==> config.mk <==
export PLATFORM = sky130hd
export DESIGN_NAME = prog_frame_loader
export DESIGN_NICKNAME = d
export VERILOG_FILES = /design/src/rtl/prog_frame_loader.sv
export SDC_FILE = /design/constraint.sdc
export NUM_CORES = 1
export LEC_CHECK = 0
export BUFFER_PORTS_ARGS = -buffer_cell sky130_fd_sc_hd__buf_4
export CAP_MARGIN = 30
export CORE_AREA = 2 2 77 134
export DETAILED_ROUTE_END_ITERATION = 12
export DIE_AREA = 0 0 79 136
export GPL_TIMING_DRIVEN = 0
export PLACE_DENSITY_LB_ADDON = 0.2
export SLEW_MARGIN = 25
export SYNTH_ARGS = -nofsm -noshare
export SYNTH_HDL_FRONTEND = slang
export SYNTH_SLANG_ARGS = --single-unit
==> constraint.sdc <==
create_clock -name clk_i -period 4.2 [get_ports clk_i]
set_input_delay 0 -clock clk_i [delete_from_list [all_inputs] [get_ports clk_i]]
set_output_delay 0 -clock clk_i [all_outputs]
set_load 0.005 [all_outputs]
==> src/rtl/prog_frame_loader.sv <==
// prog_frame_loader
//   Parses a UART byte stream carrying a program image and writes it into the
//   instruction RAM, holding the core in reset until a complete frame with a
//   good checksum has been loaded.
//
//   Frame: 0xA5, LEN_LO, LEN_HI, N words (4 bytes each, LSB first), CSUM.
//   CSUM is the XOR of the two length bytes and every data byte.
//
// Ports
//   clk_i       system clock
//   rst_i       asynchronous active-high reset
//   rx_dv_i     one-cycle strobe, rx_byte_i valid
//   rx_byte_i   received byte
//   we_o        one-cycle instruction-RAM write strobe
//   addr_o      word address of the current write
//   wdata_o     write data word
//   core_rst_o  holds the core in reset until a frame loads successfully
//   busy_o      high while a frame is being parsed
//   err_o       sticky error flag (bad length, bad checksum, timeout)
//   done_o      sticky load-complete flag
module prog_frame_loader #(
    parameter int ADDR_W  = 14,
    parameter int TIMEOUT = 65535
) (
    input  logic              clk_i,
    input  logic              rst_i,
    input  logic              rx_dv_i,
    input  logic [7:0]        rx_byte_i,
    output logic              we_o,
    output logic [ADDR_W-1:0] addr_o,
    output logic [31:0]       wdata_o,
    output logic              core_rst_o,
    output logic              busy_o,
    output logic              err_o,
    output logic              done_o
);

    localparam logic [2:0] S_IDLE   = 3'd0;
    localparam logic [2:0] S_LEN_LO = 3'd1;
    localparam logic [2:0] S_LEN_HI = 3'd2;
    localparam logic [2:0] S_DATA   = 3'd3;
    localparam logic [2:0] S_CSUM   = 3'd4;
    localparam logic [2:0] S_DONE   = 3'd5;

    localparam logic [7:0] SYNC = 8'hA5;

    // Largest word count that still fits the RAM: N may equal 2^ADDR_W.
    localparam int unsigned MAX_N = (ADDR_W >= 16) ? 32'd65536 : (32'd1 << ADDR_W);

    localparam int TMO_W = $clog2(TIMEOUT + 1);
    localparam logic [TMO_W-1:0] TMO_LIMIT = TMO_W'(TIMEOUT);

    logic [2:0]        state_q, state_d;
    logic [15:0]       len_q, len_d;
    logic [15:0]       words_q, words_d;
    logic [1:0]        byte_cnt_q, byte_cnt_d;
    logic [7:0]        csum_q, csum_d;
    logic [31:0]       wdata_q, wdata_d;
    logic [ADDR_W-1:0] addr_q, addr_d;
    logic              we_q, we_d;
    logic              err_q, err_d;
    logic              done_q, done_d;
    logic              core_rst_q, core_rst_d;
    logic [TMO_W-1:0]  tmo_q, tmo_d;

    logic              busy;
    logic              timeout;
    logic [15:0]       n_words;

    always_comb begin
        state_d    = state_q;
        len_d      = len_q;
        words_d    = words_q;
        byte_cnt_d = byte_cnt_q;
        csum_d     = csum_q;
        wdata_d    = wdata_q;
        addr_d     = addr_q;
        we_d       = 1'b0;
        err_d      = err_q;
        done_d     = done_q;
        core_rst_d = core_rst_q;

        busy    = (state_q == S_LEN_LO) || (state_q == S_LEN_HI) ||
                  (state_q == S_DATA)   || (state_q == S_CSUM);
        timeout = busy && (tmo_q == TMO_LIMIT);
        n_words = {rx_byte_i, len_q[7:0]};

        // Idle-gap counter only runs inside a frame; any byte restarts it.
        if (!busy || rx_dv_i || timeout) tmo_d = '0;
        else                             tmo_d = tmo_q + 1'b1;

        // Timeout wins over a byte arriving in the same cycle (byte dropped).
        if (timeout) begin
            state_d = S_IDLE;
            err_d   = 1'b1;
        end else if (rx_dv_i) begin
            case (state_q)
                S_IDLE: begin
                    if (rx_byte_i == SYNC) begin
                        state_d    = S_LEN_LO;
                        csum_d     = '0;
                        words_d    = '0;
                        byte_cnt_d = '0;
                    end
                end
                S_LEN_LO: begin
                    len_d[7:0] = rx_byte_i;
                    csum_d     = csum_q ^ rx_byte_i;
                    state_d    = S_LEN_HI;
                end
                S_LEN_HI: begin
                    len_d[15:8] = rx_byte_i;
                    csum_d      = csum_q ^ rx_byte_i;
                    if ({16'd0, n_words} > MAX_N) begin
                        err_d   = 1'b1;
                        state_d = S_IDLE;
                    end else if (n_words == 16'd0) begin
                        state_d = S_CSUM;
                    end else begin
                        state_d = S_DATA;
                    end
                end
                S_DATA: begin
                    csum_d     = csum_q ^ rx_byte_i;
                    byte_cnt_d = byte_cnt_q + 2'd1;
                    case (byte_cnt_q)
                        2'd0:    wdata_d[7:0]   = rx_byte_i;
                        2'd1:    wdata_d[15:8]  = rx_byte_i;
                        2'd2:    wdata_d[23:16] = rx_byte_i;
                        default: wdata_d[31:24] = rx_byte_i;
                    endcase
                    // Word complete: the strobe lands next cycle with the
                    // address and data registered alongside it.
                    if (byte_cnt_q == 2'd3) begin
                        we_d    = 1'b1;
                        addr_d  = ADDR_W'(words_q);
                        words_d = words_q + 16'd1;
                        if (words_q + 16'd1 == len_q) state_d = S_CSUM;
                    end
                end
                S_CSUM: begin
                    if (rx_byte_i == csum_q) begin
                        state_d    = S_DONE;
                        done_d     = 1'b1;
                        core_rst_d = 1'b0;
                    end else begin
                        err_d   = 1'b1;
                        state_d = S_IDLE;
                    end
                end
                S_DONE: ;
                default: state_d = S_IDLE;
            endcase
        end
    end

    always_ff @(posedge clk_i or posedge rst_i) begin
        if (rst_i) begin
            state_q    <= S_IDLE;
            len_q      <= '0;
            words_q    <= '0;
            byte_cnt_q <= '0;
            csum_q     <= '0;
            wdata_q    <= '0;
            addr_q     <= '0;
            we_q       <= 1'b0;
            err_q      <= 1'b0;
            done_q     <= 1'b0;
            core_rst_q <= 1'b1;
            tmo_q      <= '0;
        end else begin
            state_q    <= state_d;
            len_q      <= len_d;
            words_q    <= words_d;
            byte_cnt_q <= byte_cnt_d;
            csum_q     <= csum_d;
            wdata_q    <= wdata_d;
            addr_q     <= addr_d;
            we_q       <= we_d;
            err_q      <= err_d;
            done_q     <= done_d;
            core_rst_q <= core_rst_d;
            tmo_q      <= tmo_d;
        end
    end

    assign we_o       = we_q;
    assign addr_o     = addr_q;
    assign wdata_o    = wdata_q;
    assign core_rst_o = core_rst_q;
    assign busy_o     = busy;
    assign err_o      = err_q;
    assign done_o     = done_q;

endmodule

======== Yosys cells after proc, flatten, opt, wreduce, memory -nomap -nowiden ========
Index checks and enable logic that the tools add are counted.
Widths: inputs -> output; s select.
operators by class
  add/subtract/negate cells ............... 3
  bitwise logic cells ..................... 3
  multiplexer cells ....................... 26
  equal/unequal tests ..................... 20
  reductions and logical operators ........ 29
  order comparisons ....................... 1
operator list
  operator               count
  $mux 16                3
  $reduce_and 4->1       9
  $add 16x1->16 const B  2
  $pmux 16 s2            1
  $mux 3                 8
  $pmux 3 s6             1
  $eq 16x16->1           1
  $eq 16x16->1 const B   1
  $gt 16x15->1 const B   1
  $logic_not 16->1       1
  $pmux 8 s2             1
  $reduce_and 5->1       2
  $ne 3x2->1 const B     3
  $eq 8x8->1             1
  $eq 8x8->1 const B     1
  $mux 1                 8
  $mux 8                 1
  $xor 8x8->8            1
  $eq 3x2->1 const B     2
  $eq 3x3->1 const B     2
  $ne 3x3->1 const B     2
  $reduce_and 3->1       2
  $reduce_bool 2->1      3
  $reduce_or 3->1        2
  16 further kinds       23
storage, ports and cells
  input bits .............................. 11
  register bits ........................... 111
  output and inout port bits .............. 51

======== Logic depth before layout (Yosys ltp) ========
Gate-level depths: netlist (run 1).
  depth after elaboration ................. 8
  gate-level depth with buffers ........... 10
  mapped depth without buffers ............ 8

======== Worst setup path before layout (run 1) ========
No wires, ideal clock.
  path type ............................... register -> register
  start ................................... register words_q[0]
  end ..................................... register state_q[0]
  arrival time ............................ 2.202 ns
  required time ........................... 4.061 ns
  clock period less this slack ............ 2.341 ns
  slack ................................... 1.859 ns
  library setup time ...................... 0.139 ns
  cell stages (with the launch flop) ...... 9
  buffers on the path ..................... 0
  path through ............................ dfrtp_1 > ha_1 > nand3_1 > nor4_1 > xnor2_1 > nand4_1 > a2111o_1 > o31ai_2 > o221ai_1
on the way
  longest elaborated chain between the ends .. 4
ends and longest elaborated chain
  what                               RTL line  source
  from (decl)                        55        logic [15:0] words_q, words_d;
  from (signal assigned)             174       words_q <= words_d;
  $add 16x1->16                      138       if (words_q + 16'd1 == len_q) state_d = S_CSUM;
  $eq 16x16->1                       138
  $ne 3x2->1 (no source line)        -
  $reduce_and 5->1 (no source line)  -
  to (signal assigned)               172       state_q <= state_d;
  to (decl)                          53        logic [2:0] state_q, state_d;
Every way passes these cells.
A chain may end at the register's enable or synchronous reset.

======== Worst setup path after layout (run 1) ========
Ends and elaborated chain as after synthesis.

==> results by group, run 1 <==
Critical path
  • FF-to-FF setup slack: around 1.3 ns
  • R2R Path Start: words_q[0]$_DFFE_PP0P_
  • RR Endpoint: state_q[0]$_DFFE_PP0P_
  • Classification of the worst setup path: reg -> reg
  • CP endpoint kind: flip-flop
  • Worst EP required: between 4 and 5 ns
  • Cells on worst reg2reg path: 8
  • Worst setup SP type: flip-flop
  • Critical path peak fanout: 8
  • CP arrival: between 3 and 4 ns

Floorplan
  • CORE AREA: a little under 0.01 mm2
  • Chip height: between 100 and 150 um
  • Full die area: approximately 0.011 mm2
  • Initial core utilization: 56.94%
  • # IOs: between 60 and 70
  • Die W: a little under 80 um
  • Row cnt: between 40 and 50

Placement
  • Dpl ws: about 1.3 ns
  • GPL Wtd Cong: approximately 0.86
  • Port Buf Inserts: a little under 60
  • Post-detail-place hpwl: between 8 and 9 mm

Logic synthesis
  • EDFF count, synth: 0
  • Syn Inst Count: roughly 540
  • Synth unique cells: 63
  • FFs w/ async S/R, synth: 100.0%
  • Synthesized cell area: approximately 0.0055 mm2
  • Syn Nets: 560
  • Ys flop type: dfrtp_1
  • Syn_area_per_cell: 10.22 um2
  • Synth warn: 0
  • #FFs+latches synth: ~110
  • Register area share after synthesis: 50.16%

Global route
  • Overall Global Routing Usage: between 20% and 30%
  • Grt ovf: 0
  • Global-route wire length before repair: just over 20 mm
  • Largest net degree at the start of global routing: 76
  • Antenna violations before repair: 0
  • Vias in the first global route: 4095

Power and ir drop
  • VDD IR max: between 0.0004 and 0.0005 V
  • Total power per unit cell area: between 600 and 700 mW/mm2
  • Design Power: about 0.004 W
  • LEAKAGE: slightly below 3 nW

STA
  • Least-Margin Pin Slew: around 0.65 ns
  • Worst hold slack: 0.1020 ns
  • Worst setup margin: 1.321 ns
  • Hold Fails Final Rpt: 0
  • # setup viols final: 0
  • Fmax: around 350 MHz
  • Max-slew violations: 0
  • Period minus WS final: ~2.9 ns
  • Period utilization: 68.55%
  • Final Skew: about 0.015 ns
  • RSZ-0062 raised after global routing: false
  • Slew headroom: 56.18%
  • Total negative slack: 0 ns

Clock network
  • Longest Clk Path Bufs: 2
  • Latest clock arrival within the worst-skew pair: between 0.3 and 0.4 ns
  • Root Driver: clkbuf_16
  • Register clock-pin slew on the reported worst setup and hold paths: ~0.080 ns
  • Total clock sinks: between 100 and 150
  • Num CTS Buffers: 9
  • CTS tree: built
  • H-Tree Depth: 3

Drt
  • First-pass iteration count of the detailed router: 4
  • Final WL: ~12 mm
  • Routed Antenna Nets: 0
  • DR vias: about 4200
  • Iter 0 DRT Violations: approximately 330
  • # DRC: 0
  • Via/cell ratio: ~5.6
  • Routed length per placed instance: about 16 um

Min path
  • Hold Crit Class: in -> reg
  • Hold path depth: 3
  • Worst Min Path Start: rx_byte_i[4]
  • Hold path endpoint: csum_q[4]$_DFFE_PP0P_

Run
  • Max-Cap Viols: 0

Layout
  • FILL cells: between 800 and 900
  • Most frequent cells in the layout: dfrtp_1 (110), nand2_1 (77), buf_4 (58)
  • Share of cells above drive strength 1: approximately 25%
  • Final nets: ~630
  • # diodes: 0
  • Area grow syn2layout: 17.41%
  • Final core occ: 66.86%
  • Commonest non-fill, non-tap cell in the layout: dfrtp_1

Status
  • Status: finished, final reports clean
-- per-stage QoR --
stage | instances | cell area [um2]
after floorplan | 542 | 5540
final | 744 | 6505
after global placement | 725 | 6132
after detailed placement | 726 | 6165
after global routing | 744 | 6505
after CTS | 744 | 6505
-- cell usage after synthesis, types with 2 or more instances --
library cell / n / share of area, %
ha_1: 7 / 1.6
nor4_1: 9 / 1.0
and3_1: 4 / 0.45
nor2_1: 42 / 2.8
buf_6: 2 / 0.41
a31oi_1: 3 / 0.34
nor3_1: 9 / 0.81
a21oi_1: 13 / 1.2
a22o_1: 3 / 0.47
mux2i_1: 3 / 0.54
nand2b_1: 3 / 0.34
nand2_4: 4 / 0.81
or3_1: 4 / 0.45
and2_1: 4 / 0.45
and4_1: 4 / 0.63
xor2_1: 15 / 2.4
clkbuf_1: 19 / 1.3
o41ai_1: 2 / 0.32
o21ai_0: 37 / 3.3
o31ai_1: 4 / 0.54
nand4_1: 9 / 1.0
a211oi_1: 2 / 0.27
xnor2_1: 23 / 3.6
buf_2: 7 / 0.63
o211ai_1: 2 / 0.27
mux2_2: 47 / 9.6
nor2b_1: 3 / 0.34
dfrtp_1: 110 / 50
nand3_2: 2 / 0.36
inv_1: 9 / 0.61
nand2_1: 77 / 5.2
o21ai_1: 14 / 1.3
nand3_1: 16 / 1.4
-- area by class of cell --
cell class	count	area (um2)	area share, %
Clock buffer	9	225.2	3.462
Timing Repair Buffer	61	483.0	7.425
Sequential cell	111	2779	42.72
Inverter	11	46.29	0.7117
Tap cell	125	156.4	2.404
Multi-Input combinational cell	392	2591	39.83
Clock inverter	7	95.09	1.462
Buffer	28	128.9	1.981
-- worst max-delay path by stage --
stage | startpoint | to | slack (ns)
5_1_grt | words_q[0]$_DFFE_PP0P_ | state_q[0]$_DFFE_PP0P_ | 0.98
3_5_place_dp | words_q[0]$_DFFE_PP0P_ | state_q[0]$_DFFE_PP0P_ | 1.33
6_report | words_q[0]$_DFFE_PP0P_ | state_q[0]$_DFFE_PP0P_ | 1.32
3_3_place_gp | rst_i | wdata_o[18]$_DFFE_PP0P_ | 0.16
2_1_floorplan | rst_i | addr_o[0]$_DFFE_PP0P_ | 1.27
4_1_cts | words_q[0]$_DFFE_PP0P_ | state_q[0]$_DFFE_PP0P_ | 1.32
-- metal layers --
layer / vias to the layer above / part of all wire (%) / GRT usage [%]
met5: - / 0 / 0
met4: 0 / 3.6 / 12.16
met3: 31 / 3.1 / 3.718
met2: 91 / 53 / 41.81
met1: 2042 / 41 / 29.53
li1: 2029 / - / -
-- state kept, by name, summed over array words and instances, names as in the netlist --
name and cells:
byte_cnt_q 2, tmo_q 16, we_o 1, csum_q 8, addr_o 14, err_o 1
wdata_o 32, core_rst_o 1, len_q 16, done_o 1, state_q 3, words_q 16
-- worst max-delay path, stage by stage (launching register included) --
cell and delay (ns):
dfrtp_1 0.50, ha_1 0.29, nand3_1 0.24, nor4_1 0.54
xnor2_1 0.21, nand4_1 0.11, a2111o_1 0.31, o31ai_2 0.40
o221ai_1 0.16
-- cell families (layout without fill, tap and decap cells) --
kind of cell    count (synthesis)  after routing  synth area share (%)
simple gates                  205            205                 18.97
flops                         111            111                 50.16
compound gates                 92             92                 10.12
mux                            50             50                 10.09
buf+inv                        39            116                 3.071
xor+xnor                       38             38                 6.007
fa+ha+maj                       7              7                 1.581
-- power by group --
part           internal [W]  leakage, nW  total (W)  switching (W)
sequential          0.00139         1.42    0.00163       0.000236
combinational      0.000729         1.39    0.00140       0.000670
clock              0.000483        0.158   0.000911       0.000427
-- what timing repair did --
item                                    CTS  global route
buffers inserted                          0             0
endpoints found under the setup margin    0             0
hold buffers                              2             0
hold endpoints to repair                 38             0
resized for setup                         0             0
Note: power is estimated with default switching activity, not from simulation.
==> inputs of run 2 (changes only) <==
--- a/config.mk
+++ b/config.mk
@@ -7,9 +7,9 @@
 export LEC_CHECK = 0
 export BUFFER_PORTS_ARGS = -buffer_cell sky130_fd_sc_hd__buf_4
 export CAP_MARGIN = 30
-export CORE_AREA = 2 2 77 134
+export CORE_AREA = 2 2 81 141
 export DETAILED_ROUTE_END_ITERATION = 12
-export DIE_AREA = 0 0 79 136
+export DIE_AREA = 0 0 83 143
 export GPL_TIMING_DRIVEN = 0
 export PLACE_DENSITY_LB_ADDON = 0.2
 export SLEW_MARGIN = 25
==> constraint.sdc (replaced) <==
create_clock -name clk_i -period 2.32 [get_ports clk_i]
set_input_delay 0 -clock clk_i [delete_from_list [all_inputs] [get_ports clk_i]]
set_output_delay 0 -clock clk_i [all_outputs]
set_load 0.005 [all_outputs]
==> run 2 against run 1 <==
  * The flow now finishes with violations (negative setup slack)
  * Worst setup slack got worse by 1.4 ns
  * Utilization up 0.46 points
  * Flip-flop and latch count unchanged
  * Register-to-register slack got worse by 1.4 ns
  * Sequential share of layout area decreased by 4.0 points
  * Sequential power is 84% higher
  * Clock power grew 72%
  * Critical path depth is the same
  * First-iteration DRC count fell by 11%
  * Via count is 8.4% higher
  * Critical endpoint is now state_q[2]$_DFFE_PP0P_
==> results by group, run 2 (synthesized netlist as in run 1, its figures left out) <==
STA
  • Period utilization: 105.1%
  • # setup viols final: 12
  • RSZ-0062 raised after global routing: true
  • Worst hold slack: 0.1036 ns
  • Max-slew violations: 0
  • Period minus WS final: around 2.4 ns
  • Fmax: 410.1 MHz
  • Hold Fails Final Rpt: 0
  • Least-Margin Pin Slew: 0.6099 ns
  • Worst setup margin: -0.1183 ns
  • Final Skew: between 0.01 and 0.015 ns
  • Total negative slack: -0.5383 ns
  • Slew headroom: roughly three fifths

Critical path
  • CP arrival: 2.72 ns
  • CP Cell Sequence: ha_4, xnor2_2, nand2_1, a211oi_2, nand4_1, a2111o_1, o31ai_4, a21boi_2
  • Classification of the worst setup path: reg -> reg
  • Worst EP required: about 2.6 ns
  • Critical path peak fanout: 6
  • CP endpoint kind: flip-flop
  • Max incr delay on CP: 0.48 ns
  • Worst setup SP type: flip-flop
  • Crit path max-delay cell type: dfrtp_2

Drt
  • Final WL: 14.19 mm
  • DR vias: approximately 4500
  • Routed Antenna Nets: 0
  • First-pass iteration count of the detailed router: 6
  • Routed length per placed instance: 18.20 um
  • Via/cell ratio: between 5 and 6
  • Iter 0 DRT Violations: 298
  • # DRC: 0

Clock network
  • Latest clock arrival within the worst-skew pair: around 0.36 ns
  • Longest Clk Path Bufs: 2
  • Root Driver: clkbuf_16
  • Register clock-pin slew on the reported worst setup and hold paths: around 0.08 ns
  • Total clock sinks: 111
  • H-Tree Depth: 3
  • Num CTS Buffers: 9
  • CTS tree: built

Global route
  • Largest net degree at the start of global routing: 34
  • Overall Global Routing Usage: about a quarter
  • Vias in the first global route: roughly 4500
  • Global-route wire length before repair: 22.29 mm
  • Antenna violations before repair: 0
  • Grt ovf: 0

Layout
  • Area grow syn2layout: 29.99%
  • Max reg flops: 32
  • Most frequent cells in the layout: dfrtp_1 (101), buf_4 (86), nand2_1 (74)
  • Commonest non-fill, non-tap cell in the layout: dfrtp_1
  • # diodes: 0
  • Share of cells above drive strength 1: a little under two fifths
  • Final nets: roughly 660

Status
  • Failing checks: negative setup slack
  • Status: finished with violations

Floorplan
  • Initial core utilization: 51.79%
  • Chip height: around 140 um
  • Row cnt: 50
  • Die W: 83 um
  • # IOs: 62
  • Full die area: 0.01187 mm2
  • CORE AREA: about 0.011 mm2

Power and ir drop
  • VDD IR max: approximately 0.00083 V
  • Total power per unit cell area: 1070 mW/mm2
  • LEAKAGE: between 3 and 4 nW

Min path
  • Hold Crit Class: in -> reg

Run
  • Max-Cap Viols: 0

Placement
  • Dpl ws: -0.4481 ns
  • GPL Wtd Cong: 0.8926
  • Post-detail-place hpwl: 9.502 mm
  • Port Buf Inserts: 58
run 2: changes by cell type in the layout (fill, tap and decap cells not counted), moves of 10 or more:
| cell | change |
|---|---|
| o21ai_0 | -13 |
| buf_4 | +28 |
| mux2_2 | -14 |
| mux2_4 | +14 |
| o21ai_2 | +10 |
run 2: final timing paths:
kind / from / to / slack [ns] / cells past startpoint
setup / recovery: words_q[1]$_DFFE_PP0P_ / state_q[2]$_DFFE_PP0P_ / -0.12 / 8
setup reg to reg: words_q[1]$_DFFE_PP0P_ / state_q[2]$_DFFE_PP0P_ / -0.12 / 8
hold reg to reg: addr_o[2]$_DFFE_PP0P_ / addr_o[2]$_DFFE_PP0P_ / 0.48 / 2
hold / removal: rx_byte_i[4] / csum_q[4]$_DFFE_PP0P_ / 0.10 / 3
max in group asynchronous: rst_i / csum_q[5]$_DFFE_PP0P_ / 1.38 / 5
min in group asynchronous: rst_i / wdata_o[23]$_DFFE_PP0P_ / 0.21 / 3
run 2: metrics by stage:
| stage | instance area [um2] | cells | power [W] | utilization [%] |
|---|---|---|---|---|
| final | 7202 | 780 | 0.007706 | 67.32 |
| after global routing | 7202 | 780 | 0.008137 | 67.32 |
| after CTS | 6862 | 760 | 0.007397 | 64.14 |
| after detailed placement | 6210 | 733 | 0.005569 | 58.05 |
| after global placement | 6150 | 730 | 0.005428 | 57.49 |
| after floorplan | 5552 | 542 | 0.004565 | - |
run 2: critical path: cells and delay by family, from the launching register on:
family	cells	cell delay (ns)
adder cells (fa/ha/maj)	1	0.32
XOR/XNOR	1	0.11
AND/OR/NAND/NOR	2	0.25
flip-flops	1	0.48
AO/OA/AOI/OAI	4	1.22
run 2: area by class of cell:
cell class              instances  area (um2)
fillers                       806        3496
multi-input cells             392        2913
flip-flops and latches        111        2790
repair buffers                 98       848.3
clock buffers                   9       225.2
well taps                     130       162.7
plain buffers                  22       133.9
clock inverters                 7       81.33
inverters                      11       47.55
run 2: what timing repair did:
item / in CTS / in global routing
setup buffers: 13 / 20
setup endpoints to repair: 102 / 93
gates cloned: 1 / 1
endpoints found under the hold margin: 22 / 0
resized for setup: 48 / 66
hold buffers: 2 / 0
pin swaps: 9 / 26
run 2: routing by layer:
metal / part of all wire (%) / GRT usage, %
met5: 0 / 0
met4: 3.6 / 12.34
met3: 3.8 / 3.815
met2: 55 / 42.74
met1: 38 / 26.29
run 2: power by group:
part	internal, W	switching, W	total [W]	leakage [nW]
Combinational	0.00169	0.00144	0.00314	1.74
Clock	0.000773	0.000793	0.00157	0.150
Sequential	0.00253	0.000477	0.00300	1.41
